===== config.mk =====
export PLATFORM = sky130hd
export DESIGN_NAME = junction_phase_scheduler_flat
export DESIGN_NICKNAME = d
export VERILOG_FILES = /design/src/rtl/tlc_pkg.sv /design/src/rtl/junction_phase_scheduler_if.sv /design/src/rtl/junction_phase_scheduler_phase_timer.sv /design/src/rtl/junction_phase_scheduler.sv /design/src/flat_wrapper.sv
export SDC_FILE = /design/constraint.sdc
export NUM_CORES = 1
export LEC_CHECK = 0
export CORE_MARGIN = 5
export CORE_UTILIZATION = 40
export CTS_BUF_LIST = sky130_fd_sc_hd__clkbuf_2
export DETAILED_ROUTE_END_ITERATION = 6
export PLACE_DENSITY = 0.74
export SYNTH_ARGS = -nofsm -noshare
export SYNTH_HDL_FRONTEND = slang
export SYNTH_SLANG_ARGS = --single-unit

===== constraint.sdc =====
create_clock -name clk -period 2 [get_ports clk]
set_input_delay 0.4 -clock clk [delete_from_list [all_inputs] [get_ports clk]]
set_output_delay 0.4 -clock clk [all_outputs]
set_load 0.02 [all_outputs]

===== src/rtl/tlc_pkg.sv =====
// Shared light codes, state codes and light decode for the junction controllers.
// The state encoding is the externally visible phase code.
package tlc_pkg;

  localparam logic [2:0] LT_RED = 3'b100;
  localparam logic [2:0] LT_YEL = 3'b010;
  localparam logic [2:0] LT_GRN = 3'b001;

  typedef enum logic [2:0] {
    ST_MAIN_GRN = 3'd0,
    ST_M2_YEL   = 3'd1,
    ST_TURN_GRN = 3'd2,
    ST_TURN_YEL = 3'd3,
    ST_MAIN_YEL = 3'd4,
    ST_ALL_RED  = 3'd5,
    ST_SIDE_GRN = 3'd6,
    ST_SIDE_YEL = 3'd7
  } state_e;

  typedef struct packed {
    logic [2:0] m1;
    logic [2:0] m2;
    logic [2:0] mt;
    logic [2:0] s;
  } lights_t;

  // M1 keeps green through the turn phase, so M1 and MT never conflict.
  function automatic lights_t decode_lights(input state_e st);
    lights_t lt;
    lt = '{m1: LT_RED, m2: LT_RED, mt: LT_RED, s: LT_RED};
    case (st)
      ST_MAIN_GRN: begin lt.m1 = LT_GRN; lt.m2 = LT_GRN; end
      ST_M2_YEL:   begin lt.m1 = LT_GRN; lt.m2 = LT_YEL; end
      ST_TURN_GRN: begin lt.m1 = LT_GRN; lt.mt = LT_GRN; end
      ST_TURN_YEL: begin lt.m1 = LT_YEL; lt.mt = LT_YEL; end
      ST_MAIN_YEL: begin lt.m1 = LT_YEL; lt.m2 = LT_YEL; end
      ST_ALL_RED:  lt = lt;
      ST_SIDE_GRN: lt.s = LT_GRN;
      ST_SIDE_YEL: lt.s = LT_YEL;
      default:     lt = lt;
    endcase
    return lt;
  endfunction

endpackage


===== src/rtl/junction_phase_scheduler_if.sv =====
// Request inputs and light outputs of the junction phase scheduler.
// master = request/observer side, slave = scheduler.
interface junction_phase_scheduler_if;

  logic       req_side;
  logic       req_turn;
  logic       emerg;
  logic [2:0] light_M1;
  logic [2:0] light_M2;
  logic [2:0] light_MT;
  logic [2:0] light_S;
  logic [2:0] phase;
  logic       preempt_active;

  modport master (
    output req_side, req_turn, emerg,
    input  light_M1, light_M2, light_MT, light_S, phase, preempt_active
  );

  modport slave (
    input  req_side, req_turn, emerg,
    output light_M1, light_M2, light_MT, light_S, phase, preempt_active
  );

endinterface


===== src/rtl/junction_phase_scheduler_phase_timer.sv =====
// Shared phase dwell down-counter: load on state entry, count to zero and hold there.
// expire_o is high while the count is zero; load_i takes priority over counting.
module phase_timer #(
  parameter int            TW      = 4,
  parameter logic [TW-1:0] RST_VAL = '0
) (
  input  logic          clk,
  input  logic          rst,
  input  logic          load_i,
  input  logic [TW-1:0] load_val_i,
  output logic          expire_o
);

  logic [TW-1:0] cnt_q;
  logic [TW-1:0] cnt_d;

  always_comb begin
    cnt_d = cnt_q;
    if (load_i) begin
      cnt_d = load_val_i;
    end else if (cnt_q != '0) begin
      cnt_d = cnt_q - TW'(1);
    end
  end

  always_ff @(posedge clk or negedge rst) begin
    if (!rst) begin
      cnt_q <= RST_VAL;
    end else begin
      cnt_q <= cnt_d;
    end
  end

  assign expire_o = (cnt_q == '0);

endmodule


===== src/rtl/junction_phase_scheduler.sv =====
// Demand-driven phase sequencer for a four-approach junction (1 cycle = 1 s tick).
// Optional emergency preemption is built when EMERG_PREEMPT_EN is defined.
module junction_phase_scheduler
  import tlc_pkg::*;
#(
  parameter int T_MAIN = 7,
  parameter int T_TURN = 5,
  parameter int T_SIDE = 3,
  parameter int T_YEL  = 2,
  parameter int T_CLR  = 1,
  parameter int TW     = 4
) (
  input  logic                        clk,
  input  logic                        rst,
  junction_phase_scheduler_if.slave   bus
);

  state_e        state_q;
  state_e        state_d;
  logic          side_pend_q;
  logic          side_pend_d;
  logic          turn_pend_q;
  logic          turn_pend_d;
  logic          expire;
  logic          tmr_load;
  logic [TW-1:0] tmr_load_val;
  logic          emerg_act;
  lights_t       lights;

  function automatic logic [TW-1:0] dwell_m1(input state_e st);
    int d;
    case (st)
      ST_MAIN_GRN: d = T_MAIN;
      ST_TURN_GRN: d = T_TURN;
      ST_SIDE_GRN: d = T_SIDE;
      ST_ALL_RED:  d = T_CLR;
      default:     d = T_YEL;
    endcase
    return TW'(d - 1);
  endfunction

`ifdef EMERG_PREEMPT_EN
  assign emerg_act = bus.emerg;
`else
  logic unused_emerg;
  assign unused_emerg = bus.emerg;
  assign emerg_act    = 1'b0;
`endif

  // Turn outranks side; preemption only ever shortens greens or steers back to main.
  always_comb begin
    state_d = state_q;
    case (state_q)
      ST_MAIN_GRN: begin
        if (expire && !emerg_act) begin
          if (turn_pend_q) begin
            state_d = ST_M2_YEL;
          end else if (side_pend_q) begin
            state_d = ST_MAIN_YEL;
          end
        end
      end
      ST_M2_YEL:   if (expire) state_d = emerg_act ? ST_MAIN_YEL : ST_TURN_GRN;
      ST_TURN_GRN: if (expire || emerg_act) state_d = ST_TURN_YEL;
      ST_TURN_YEL: if (expire) state_d = ST_ALL_RED;
      ST_MAIN_YEL: if (expire) state_d = ST_ALL_RED;
      ST_ALL_RED: begin
        if (expire) begin
          state_d = (side_pend_q && !emerg_act) ? ST_SIDE_GRN : ST_MAIN_GRN;
        end
      end
      ST_SIDE_GRN: if (expire || emerg_act) state_d = ST_SIDE_YEL;
      ST_SIDE_YEL: if (expire) state_d = ST_ALL_RED;
      default:     state_d = ST_MAIN_GRN;
    endcase
  end

  // A request arriving on the serving edge survives, so the phase is owed again.
  always_comb begin
    side_pend_d = bus.req_side |
                  (side_pend_q & ~((state_d == ST_SIDE_GRN) && (state_q != ST_SIDE_GRN)));
    turn_pend_d = bus.req_turn |
                  (turn_pend_q & ~((state_d == ST_TURN_GRN) && (state_q != ST_TURN_GRN)));
  end

  always_ff @(posedge clk or negedge rst) begin
    if (!rst) begin
      state_q     <= ST_MAIN_GRN;
      side_pend_q <= 1'b0;
      turn_pend_q <= 1'b0;
    end else begin
      state_q     <= state_d;
      side_pend_q <= side_pend_d;
      turn_pend_q <= turn_pend_d;
    end
  end

  // No state ever transitions to itself, so a state change marks phase entry.
  assign tmr_load     = (state_d != state_q);
  assign tmr_load_val = dwell_m1(state_d);

  phase_timer #(
    .TW      (TW),
    .RST_VAL (TW'(T_MAIN - 1))
  ) u_timer (
    .clk        (clk),
    .rst        (rst),
    .load_i     (tmr_load),
    .load_val_i (tmr_load_val),
    .expire_o   (expire)
  );

  assign lights             = decode_lights(state_q);
  assign bus.light_M1       = lights.m1;
  assign bus.light_M2       = lights.m2;
  assign bus.light_MT       = lights.mt;
  assign bus.light_S        = lights.s;
  assign bus.phase          = state_q;
  assign bus.preempt_active = emerg_act & rst;

endmodule


===== src/flat_wrapper.sv =====
// flat-port wrapper written by rule: the top's interface ports become plain ports
module junction_phase_scheduler_flat import tlc_pkg::*;
#(
  parameter int T_MAIN = 7,
  parameter int T_TURN = 5,
  parameter int T_SIDE = 3,
  parameter int T_YEL  = 2,
  parameter int T_CLR  = 1,
  parameter int TW     = 4
)
  (clk, rst, bus_req_side, bus_req_turn, bus_emerg, bus_light_M1, bus_light_M2, bus_light_MT, bus_light_S, bus_phase, bus_preempt_active);
  junction_phase_scheduler_if bus_i ();
  input  logic clk;
  input  logic rst;
  input wire logic [$bits(bus_i.req_side)-1:0] bus_req_side;
  input wire logic [$bits(bus_i.req_turn)-1:0] bus_req_turn;
  input wire logic [$bits(bus_i.emerg)-1:0] bus_emerg;
  output wire logic [$bits(bus_i.light_M1)-1:0] bus_light_M1;
  output wire logic [$bits(bus_i.light_M2)-1:0] bus_light_M2;
  output wire logic [$bits(bus_i.light_MT)-1:0] bus_light_MT;
  output wire logic [$bits(bus_i.light_S)-1:0] bus_light_S;
  output wire logic [$bits(bus_i.phase)-1:0] bus_phase;
  output wire logic [$bits(bus_i.preempt_active)-1:0] bus_preempt_active;
  assign bus_i.req_side = bus_req_side;
  assign bus_i.req_turn = bus_req_turn;
  assign bus_i.emerg = bus_emerg;
  assign bus_light_M1 = bus_i.light_M1;
  assign bus_light_M2 = bus_i.light_M2;
  assign bus_light_MT = bus_i.light_MT;
  assign bus_light_S = bus_i.light_S;
  assign bus_phase = bus_i.phase;
  assign bus_preempt_active = bus_i.preempt_active;
  junction_phase_scheduler #(.T_MAIN(T_MAIN), .T_TURN(T_TURN), .T_SIDE(T_SIDE), .T_YEL(T_YEL), .T_CLR(T_CLR), .TW(TW)) u_core (.clk(clk), .rst(rst), .bus(bus_i));
endmodule

==> summary.md, run 1 <==
| Metric | Value |
|---|---|
| Maxcap violations | 0 |
| Final period utilization | 0.9463 |
| Synthesized Nets | 72 |
| FFs w/ async S/R, synth | 1.000 |
| Longest Clk Path Bufs | 2 |
| RSZ-0062 raised after global routing | false |
| WP data required | 1.60 ns |
| DP Area | 773.2 um^2 |
| DIE AREA | 2246 um^2 |
| Initial antenna violation count | 0 |
| Chip height | 47.39 um |
| Hold Path Class | in2async |
| Overall routing resource usage | 0.1516 |
| Resized cells post-CTS | 8 |
| Crit end category | output pin |
| Finished Cell Area | 800.8 um^2 |
| CTS Buf Count | 3 |
| Starting Density | 0.4245 |
| Static Leak | 0.0003771 uW |
| Placed wire-length estimate | 987.4 um |
| DRT antenna net count | 0 |
| Post-CTS Setup Bufs | 0 |
| Nets | 95 |
| Yosys cell types | 32 |
| F_max | 528.4 MHz |
| Synth Cell Area | 559.3 um^2 |
| Cell taking the most area after synthesis | dfrtp_1 |
| DR vias | 558 |
| Share of cells above drive strength 1 | 0.2045 |
| Root Buffer | clkbuf_2 |
| Clock Skews | 0.006863 ns |
| Slew Viols, Final | 0 |
| Number of flops mapped to enable cells by yosys | 0 |
| CORE AREA | 1318 um^2 |
| Synth Warn # | 0 |
| Hold Buf Count CTS | 0 |
| Setup CP Type | reg2out |
| VDD IR max | 0.7132 mV |
| Antenna cells | 0 |
| Largest net degree at the start of global routing | 14 |
| Row Count | 13 |
| P&R area growth vs syn | 43.18% |
| Status | finished, final reports clean |
| Cell chain of the critical path | buf_4 -> clkdlybuf4s50_1 |
| Number of I/O pins | 21 |
| Max incr delay on CP | 0.61 ns |
| Setup tns final | 0 ns |
| Routed wire length | 1353 um |
| Pwr Density | 1469 nW/um^2 |
| Worst path slowest cell | clkdlybuf4s50_1 |
| Worst-Skew Late Latency | 0.25 ns |
| CTS H-Tree Depth | 1 |
| Via-per-instance ratio | 5.417 |
| Sequential area share after synthesis | 0.4072 |
| CP startpoint kind | register |
| Buffers on Ports | 18 |
| Mean Syn Cell Area | 8.474 um^2 |
| Final Setup Violations | 0 |
| CTS sink cnt | 9 |
| DR DRC count | 0 |
| WL/cell | 13.14 um |
| First-pass DRT Iterations | 4 |
| First-pass GRT wire length | 2283 um |
| DR iter-0 viols | 13 |
| Die width | 47.39 um |
| CTS tree | yes |
| Clk slew on worst S/H paths | 0.10 ns |
| Critical-path maximum fanout | 11 |
| WP data arrival | 1.49 ns |
| #FFs+latches synth | 9 |
| Grt ovf | 0 |
| RePlAce Congestion | 0.8347 |
| Hold Fails Final Rpt | 0 |
| Synth Flop Type | dfrtp_1 |
| Syn Inst Count | 66 |
| Vias in the first global route | 528 |
| Min cycle time layout | 1.893 ns |
| Post-synth top area share | 0.3132 |
| Area contributors post-synth | dfrtp_1 (31%), dfstp_2 (9.4%), nor2_1 (7.4%), o21ai_1 (3.6%), nand2_1 (3.4%) |
## worst paths after layout
path | start | endpoint | slack (ns) | cells after the start
setup / recovery | u_core.bus.phase[2] | bus_phase[2] | 0.11 | 2
hold / removal | rst | u_core.turn_pend_q | 0.44 | 1
setup reg to reg | u_core.u_timer.cnt_q[0] | u_core.u_timer.cnt_q[2] | 0.15 | 6
hold reg to reg | u_core.u_timer.cnt_q[3] | u_core.u_timer.cnt_q[3] | 0.54 | 2
max in group asynchronous | rst | u_core.u_timer.cnt_q[2] | 1.23 | 1
min in group clk | u_core.u_timer.cnt_q[3] | u_core.u_timer.cnt_q[3] | 0.54 | 2
## where the power goes
| group | switching (uW) | leakage, uW | internal [uW] |
|---|---|---|---|
| logic | 438 | 0.000264 | 315 |
| registers | 47.4 | 0.0000969 | 259 |
| clock network | 64.6 | 0.0000166 | 53.1 |
| total | 550 | 0.000377 | 626 |
## layout by cell type, fill, tap and decap left out, types with 3 or more instances in the layout
master / instances
a21oi_1: 3
buf_4: 5
clkbuf_2: 4
clkdlybuf4s50_1: 6
dfrtp_1: 6
dlygate4sd2_1: 8
dlymetal6s2s_1: 4
nand2_1: 5
nor2_1: 11
o21ai_0: 3
o21ai_1: 4
## synthesized netlist by cell type, types with 2 or more instances
cell	instances
a21oi_1	3
o21ai_1	4
nand2b_1	2
dfrtp_1	7
inv_1	2
nand2_1	5
dfstp_2	2
nor2_1	11
o21ai_0	3
nor2b_1	2
a21o_1	2
clkbuf_1	3
## layer usage
| layer | routed length [um] | part of all wire | up-vias | track usage |
|---|---|---|---|---|
| met3 | 110 | 0.081 | 8 | 0.02682 |
| li1 | - | - | 268 | - |
| met1 | 537 | 0.40 | 258 | 0.1651 |
| met4 | 56 | 0.041 | 0 | 0.1547 |
| met5 | 0 | 0 | - | 0 |
| met2 | 649 | 0.48 | 24 | 0.2380 |
## flip-flops by register name (all words and copies together) (netlist names)
signal,count
u_core.side_pend_q,1
u_core.u_timer.cnt_q,4
u_core.turn_pend_q,1
u_core.bus.phase,3
## logic make-up (layout without fill, tap and decap cells)
family / count (synthesis) / in the layout / synth area share
XOR/XNOR: 2 / 2 / 0.03133
other: 1 / 1 / 0.006705
adder cells (fa/ha/maj): 1 / 1 / 0.02237
flip-flops: 9 / 9 / 0.4072
AND/OR/NAND/NOR: 28 / 28 / 0.2796
AO/OA/AOI/OAI: 17 / 17 / 0.1924
buffers and inverters: 8 / 30 / 0.06040
## critical path: cells and delay by family, from the launching register on
| family | cells | cell delay, ns |
|---|---|---|
| flops | 1 | 0.44 |
| buf+inv | 2 | 0.80 |
## per-stage QoR
step	power (uW)	hold slack [ns]	util	instances	worst slack [ns]
after floorplan	766.0	0.1044	-	66	0.07214
after global placement	1075	0.5210	0.5869	99	0.1491
after detailed placement	1086	0.5300	0.5869	99	0.1278
after CTS	1178	0.4400	0.5945	103	0.009259
after global routing	1281	0.4374	0.6078	103	0.01621
final	1176	0.4363	0.6078	103	0.1073
## cell type report
class,instances,area (um^2)
clock buffer,4,20.02
timing repair buffer,23,217.7
fill,118,516.7
tap,15,18.77
multi-input combinational,49,304.0
inverter,3,11.26
sequential,9,229.0
Note: power is estimated with default switching activity, not from simulation.
==> run 2, diff against run 1 <==
Settings changed: SKIP_LAST_GASP set to 1, SLEW_MARGIN set to 20.
==> results of run 2 <==
Final layout, timing and power as in run 1 (identical DEF).
==> run 3, diff against run 2 <==
Settings changed: CORE_UTILIZATION 40 to 32, PLACE_DENSITY 0.74 to 0.61.
==> summary.md, run 3 (synthesis gave the netlist of run 1 again) <==
| Metric | Value |
|---|---|
| Status | finished, final reports clean |
| Overall routing resource usage | 0.1071 |
| Post-Place Setup Slack | 0.1384 ns |
| Grt ovf | 0 |
| Worst-Skew Late Latency | 0.24 ns |
| Initial antenna violation count | 0 |
| Slew Viols, Final | 0 |
| Final Setup Violations | 0 |
| Routed wire length | 1346 um |
| Placed wire-length estimate | 1048 um |
| F_max | 522.4 MHz |
| CORE AREA | 1689 um^2 |
| First-pass GRT wire length | 2159 um |
| CP startpoint kind | register |
| RePlAce Congestion | 0.7405 |
| Chip height | 51.81 um |
| Maxcap violations | 0 |
| Final std cells w/o fill | 105 |
| Share of cells above drive strength 1 | 0.2045 |
| DIE AREA | 2684 um^2 |
| DR vias | 549 |
| Highest-count cells in the layout ignoring fill and taps | nor2_1 (11), clkdlybuf4s50_1 (7), dlygate4sd2_1 (7) |
| VDD IR max | 0.5070 mV |
| Combinational group share of total power | 0.638 |
| Sw Ratio | 0.4633 |
| Placed Cells | 101 |
| Delay-heaviest family, CP | buffers and inverters |
| Length in cells of the worst reg-to-reg path | 6 |
| CTS sink cnt | 9 |
| Number of I/O pins | 21 |
| Hold Fails Final Rpt | 0 |
| Most common cell after layout, fill and taps aside | nor2_1 |
| Int Pwr | 634.4 uW |
| Reg2reg start | u_core.u_timer.cnt_q[0] |
| Clock Skews | 0.006413 ns |
| Vias in the first global route | 486 |
| Number of buffers and inverters on the critical path | 2 |
| Crit end category | output pin |
| Psw | 547.6 uW |
| Die width | 51.81 um |
| Biggest register | u_core.u_timer.cnt_q |
| CTS Buf Count | 3 |
| Cell chain of the critical path | buf_4 -> nand2_1 -> clkdlybuf4s50_1 |
| Clock share of power | 0.100 |
| Setup CP Type | reg2out |
| Worst R2R Setup Slack | 0.15 ns |
| Max reg flops | 4 |
| Worst path slowest cell | clkdlybuf4s50_1 |
| Root Buffer | clkbuf_2 |
| WL/cell | 12.82 um |
| DR DRC count | 0 |
| CP startpoint | u_core.bus.phase[1] |
| Worst reg2reg path endpoint | u_core.u_timer.cnt_q[2] |
| Longest Clk Path Bufs | 2 |
| Final period utilization | 0.9572 |
| Buffers on Ports | 18 |
| Starting Density | 0.3311 |
| Critical-path maximum fanout | 9 |
| Static Leak | 0.0003749 uW |
| Fillers | 173 |
| P&R area growth vs syn | 43.85% |
| WP data required | 1.60 ns |
| First-pass DRT Iterations | 4 |
| Min setup slack post-route | 0.08560 ns |
| Row Count | 15 |
| CTS H-Tree Depth | 1 |
| DR iter-0 viols | 15 |
| Nets | 95 |
| RSZ-0062 raised after global routing | true |
| WP data arrival | 1.51 ns |
| Hold Path Class | in2async |
| CTS tree | yes |
| Antenna cells | 0 |
| Sequential power share | 0.262 |
| Hold Buf Count CTS | 0 |
| Clk slew on worst S/H paths | 0.10 ns |
| Max incr delay on CP | 0.61 ns |
| DRT antenna net count | 0 |
| Pwr Density | 1469 nW/um^2 |
| Largest net degree at the start of global routing | 14 |
| Min cycle time layout | 1.914 ns |
| Via-per-instance ratio | 5.229 |
run 3: cell count changes in the layout (fill, tap and decap cells not counted):
cell	change
clkdlybuf4s50_1	+1
dlygate4sd2_1	-1
run 3: metrics by stage:
step	utilization	cell area (um^2)	TNS (ns)	power, uW	hold slack [ns]
after floorplan	-	559.3	0	766.0	0.1044
after global placement	0.4593	775.7	0	1078	0.5260
after detailed placement	0.4593	775.7	0	1089	0.5418
after CTS	0.4667	788.3	0	1184	0.4656
after global routing	0.4763	804.5	-0.0005923	1273	0.4705
final	0.4763	804.5	0	1182	0.4447
run 3: how the worst max path moves through the flow:
stage	end	cells past startpoint
floorplan	bus_light_S[0]	4
global placement	bus_light_M1[1]	4
detailed placement	u_core.u_timer.cnt_q[2]	6
CTS	bus_light_M1[2]	3
global route	bus_light_S[2]	3
finish	bus_light_S[2]	3
run 3: cell type report:
cell class                 count  area, um^2  share of cell area
sequential                     9       229.0              0.2846
timing repair buffer          23       219.0              0.2722
multi-input combinational     49       304.0              0.3779
inverter                       3       11.26             0.01400
tap                           17       21.27             0.02644
clock buffer                   4       20.02             0.02488
run 3: power by group through the flow:
stage	combinational (uW)	clock [uW]	sequential (uW)
floorplan	435	0	331
global placement	774	0	304
detailed placement	780	0	309
CTS	758	121	306
global route	829	129	315
finish	755	118	310
run 3: per-layer routing:
| layer | routed length [um] | track usage | up-vias |
|---|---|---|---|
| met4 | 16 | 0.06114 | 0 |
| met3 | 105 | 0.02579 | 2 |
| met2 | 630 | 0.1758 | 21 |
| li1 | - | - | 268 |
| met5 | 0 | 0 | - |
| met1 | 593 | 0.1268 | 258 |
run 3: repair_timing:
item | in CTS | in global routing
endpoints found under the setup margin | 8 | 5
buffers inserted | 0 | 0
gates resized for setup | 8 | 5
==> edit 1 (settings of run 2) <==
`TW` is set to 4 in 3 places; all go to 8.
--- a/src/rtl/junction_phase_scheduler_phase_timer.sv
+++ b/src/rtl/junction_phase_scheduler_phase_timer.sv
@@ -2,5 +2,5 @@
 // expire_o is high while the count is zero; load_i takes priority over counting.
 module phase_timer #(
-  parameter int            TW      = 4,
+  parameter int            TW      = 8,
   parameter logic [TW-1:0] RST_VAL = '0
 ) (
--- a/src/rtl/junction_phase_scheduler.sv
+++ b/src/rtl/junction_phase_scheduler.sv
@@ -9,5 +9,5 @@
   parameter int T_YEL  = 2,
   parameter int T_CLR  = 1,
-  parameter int TW     = 4
+  parameter int TW     = 8
 ) (
   input  logic                        clk,
--- a/src/flat_wrapper.sv
+++ b/src/flat_wrapper.sv
@@ -7,5 +7,5 @@
   parameter int T_YEL  = 2,
   parameter int T_CLR  = 1,
-  parameter int TW     = 4
+  parameter int TW     = 8
 )
   (clk, rst, bus_req_side, bus_req_turn, bus_emerg, bus_light_M1, bus_light_M2, bus_light_MT, bus_light_S, bus_phase, bus_preempt_active);
Behaviour: same outputs for any inputs over 10 cycles, from zero or initial values and one cycle with rst low; that may be too few to reach the edited logic, so the function may still have changed.
==> edit 1 against run 2 <==
Setup slack worse by 0.020 ns. Total power rose by 57%. Sequential cell count up 4. Clock skew rose by 0.0057 ns. Clock power grew 19%. Register-to-register slack improved by 0.11 ns. Cell area up 36%. Synthesized area grew 51%. First-iteration DRC count up 15%. Routed wire length up 41%. Synthesized cell count up 33%. Final cell count grew 34%. Non-clock buffer count rose by 3. Critical path depth did not move. Critical path type unchanged. Critical endpoint is now bus_phase[0]. Largest cell class unchanged.
==> edit 1: results (changes against run 2) <==
DRT iter0 DRCs = 15 (was 13)
Die W = 55.9 um (was 47.4 um)
DP Cell Count = 131 (was 99)
Clock network area share = 1.83% (was 2.50%)
Data arrival, critical path = 1.51 ns (was 1.49 ns)
End point of the critical path = bus_phase[0] (was bus_phase[2])
Sequential fraction of the synthesis area = 38.9% (was 40.7%)
Clk Latency, worst-skew pair = 0.27 ns (was 0.25 ns)
GRT Total Usage = 13.0% (was 15.2%)
Flop pwr share = 30.2% (was 26.0%)
Status = finished, final reports clean (unchanged)
Switching part of the total power = 46.6% (was 46.8%)
Synth unique cells = 39 (was 32)
Leakage = 0.538 nW (was 0.377 nW)
Clock-pin slew on the worst setup and hold paths = 0.14 ns (was 0.10 ns)
Minimum hold slack = 0.482 ns (was 0.436 ns)
Peak supply drop = 0.820 mV (was 0.713 mV)
DRT met1 WL = 842 um (was 537 um)
Routing usage on met1 = 16.0% (was 16.5%)
Detailed placement HPWL = 1370 um (was 987 um)
GRT met2 Usage = 21.1% (was 23.8%)
Routability cong. = 0.727 (was 0.835)
R2r startpoint = u_core.u_timer.cnt_q[1] (was u_core.u_timer.cnt_q[0])
Max reg flops = 8 (was 4)
Multi-input combinational area share = 41.1% (was 38.0%)
Fraction of layout cells with a size suffix above 1 = 20.7% (was 20.5%)
Max frequency = 0.523 GHz (was 0.528 GHz)
P_seq = 0.559 mW (was 0.306 mW)
Signal buffers = 26 (was 23)
Post-layout util = 55.1% (was 60.8%)
edit 1: cell types whose count changed after synthesis, sizes merged, moves of 2 or more:
cell	run 2	this run
nand4	0	2
dfrtp	7	11
nor2	11	9
mux2	0	3
inv	3	5
buf	2	5
o21ai	7	0
xor2	1	3
a21o	2	5
a21oi	3	7
nor3	2	4
edit 1: critical path, stage by stage (launching register included):
cell	delay [ns]
dfrtp_2	0.45
buf_4	0.19
clkdlybuf4s50_1	0.61
edit 1: cells by family after synthesis:
logic type | after synthesis | share of synthesized area [%]
XOR/XNOR | 5 | 5.19
other | 1 | 0.445
flip-flops | 13 | 38.9
adder cells (fa/ha/maj) | 2 | 2.97
AND/OR/NAND/NOR | 30 | 21.1
multiplexers | 4 | 5.64
AO/OA/AOI/OAI | 21 | 18.0
buffers and inverters | 12 | 7.86
edit 1: what timing repair did:
item,in CTS,in global routing
gates resized for setup,10,4
hold buffers,0,0
setup endpoints to repair,10,5
gates cloned,0,0
setup buffers,0,3
endpoints found under the hold margin,0,0
==> edit 2 (config.mk and constraints of run 2) <==
Without the edit above. Reset style: synchronous (`rst`), changed in 2 clocked blocks.
--- a/src/rtl/junction_phase_scheduler_phase_timer.sv
+++ b/src/rtl/junction_phase_scheduler_phase_timer.sv
@@ -24,5 +24,5 @@
   end
 
-  always_ff @(posedge clk or negedge rst) begin
+  always_ff @(posedge clk) begin
     if (!rst) begin
       cnt_q <= RST_VAL;
--- a/src/rtl/junction_phase_scheduler.sv
+++ b/src/rtl/junction_phase_scheduler.sv
@@ -84,5 +84,5 @@
   end
 
-  always_ff @(posedge clk or negedge rst) begin
+  always_ff @(posedge clk) begin
     if (!rst) begin
       state_q     <= ST_MAIN_GRN;
Behaviour: differs if rst is asserted again (counterexample within 10 cycles, from zero or initial values and one cycle with rst low); with rst held inactive, the same outputs for 10 cycles.
==> edit 2 against run 2 <==
Sequential cell count unchanged. Routed wire length up 17%. Synthesized area down 0.89%. Setup slack worse by 0.058 ns. Non-clock buffer count up 6. Synthesized cell count up 9.1%. Core utilization up 5.3 points. Maximum frequency down 3.0%. Cell area up 7.3%.
Power is not compared: it rests on default switching activity, and its combinational part moved more than twofold at a synthesized area within 25%.
==> edit 2: results (changes against run 2) <==
Status = finished, final reports clean (unchanged)
Routed len/inst = 13.6 um (was 13.1 um)
Largest net degree at the start of global routing = 12 (was 14)
DRT met1 WL = 700 um (was 537 um)
Routed vias = 662 (was 558)
Detailed placement HPWL = 1230 um (was 987 um)
Clock-pin slew on the worst setup and hold paths = 0.10 ns (about the same)
Met3 usage in global routing = 7.28% (was 2.68%)
R2r startpoint = u_core.u_timer.cnt_q[3] (was u_core.u_timer.cnt_q[0])
Routed wl met3 = 93 um (was 110 um)
Routability cong. = 0.800 (was 0.835)
Setup slack, reg-to-reg = 0.06 ns (was 0.15 ns)
Fraction of layout cells with a size suffix above 1 = 20.8% (was 20.5%)
Synth async-reset ratio = 0% (was 100%)
GRT met2 Usage = 25.9% (was 23.8%)
Data arrival, critical path = 1.55 ns (was 1.49 ns)
Placed cell area = 816 um2 (was 773 um2)
Antenna Nets Post-Route = 0 (unchanged)
Nets = 108 (was 95)
Worst reg2reg path depth = 7 (was 6)
Max clock buf depth = 2 (unchanged)
Crit Path Max Fanout = 10 (was 11)
End point of the critical path = bus_light_S[0] (was bus_phase[2])
Most instantiated cells after synthesis = nor2_1, dfxtp_1, o21ai_0 (was nor2_1, dfrtp_1, nand2_1)
Leakage = 0.398 nW
Top cells by area, synth = dfxtp_1, nor2_1, o21ai_0 (was dfrtp_1, dfstp_2, nor2_1)
Max-slew headroom = 65.2%
Crit path launch = u_core.bus.phase[2] (unchanged)
Syn_nets = 78 (was 72)
Sequential fraction of the synthesis area = 32.5% (was 40.7%)
Reg2reg end = u_core.u_timer.cnt_q[2] (unchanged)
Met2 WL post-DR = 772 um (was 649 um)
DRT iter0 DRCs = 21 (was 13)
Number of global-route vias before repair = 610 (was 528)
Switching part of the total power = 36.8%
Setup skew after layout = 0.00493 ns (was 0.00686 ns)
First-pass GRT wire length = 2620 um (was 2280 um)
edit 2: cell types whose count changed in the layout (fill, tap and decap cells not counted), sizes merged, moves of 3 or more:
| cell | before | now |
|---|---|---|
| buf | 5 | 11 |
| dfrtp | 7 | 0 |
| dlygate4sd2 | 8 | 3 |
| nand2 | 5 | 2 |
| clkdlybuf4s50 | 6 | 11 |
| dfxtp | 0 | 9 |
edit 2: cell families after synthesis:
family,synth area share (%)
compound gates,27.8
xor+xnor,1.58
fa+ha+maj,2.26
buf+inv,6.32
flops,32.5
mux,1.81
other cells,0.677
simple gates,27.1
edit 2: final cells by class:
type | count | area (um2)
clock buffer | 3 | 15.0
clock inverter | 1 | 5.00
fill | 120 | 442
inverter | 4 | 15.0
multi-input combinational | 55 | 348
sequential | 9 | 189
tap | 15 | 18.8
timing repair buffer | 29 | 269
edit 2: power groups by stage:
stage,Sequential (mW),Combinational (mW),Clock (mW)
final,0.217,0.200,0.115
after detailed placement,0.219,0.200,0
after floorplan,0.227,0.100,0
after global placement,0.220,0.196,0
after global routing,0.220,0.218,0.125
after CTS,0.218,0.199,0.118
edit 2: per-stage QoR:
step | TNS, ns | setup slack [ns] | cells
after floorplan | 0 | 0.0813 | 72
after global placement | 0 | 0.0593 | 112
after detailed placement | 0 | 0.0358 | 112
after CTS | 0 | 0.0126 | 116
after global routing | -0.0178 | -0.0178 | 116
final | 0 | 0.0493 | 116
edit 2: timing repair:
item                                    CTS  global route
setup buffers                             0             0
endpoints found under the setup margin   11             6
gates resized for setup                   7             7
edit 2: critical path: stages (launching register included):
cell and delay, ns:
dfxtp_2 0.46, nand2_1 0.12, nor2_1 0.10, clkdlybuf4s50_1 0.61
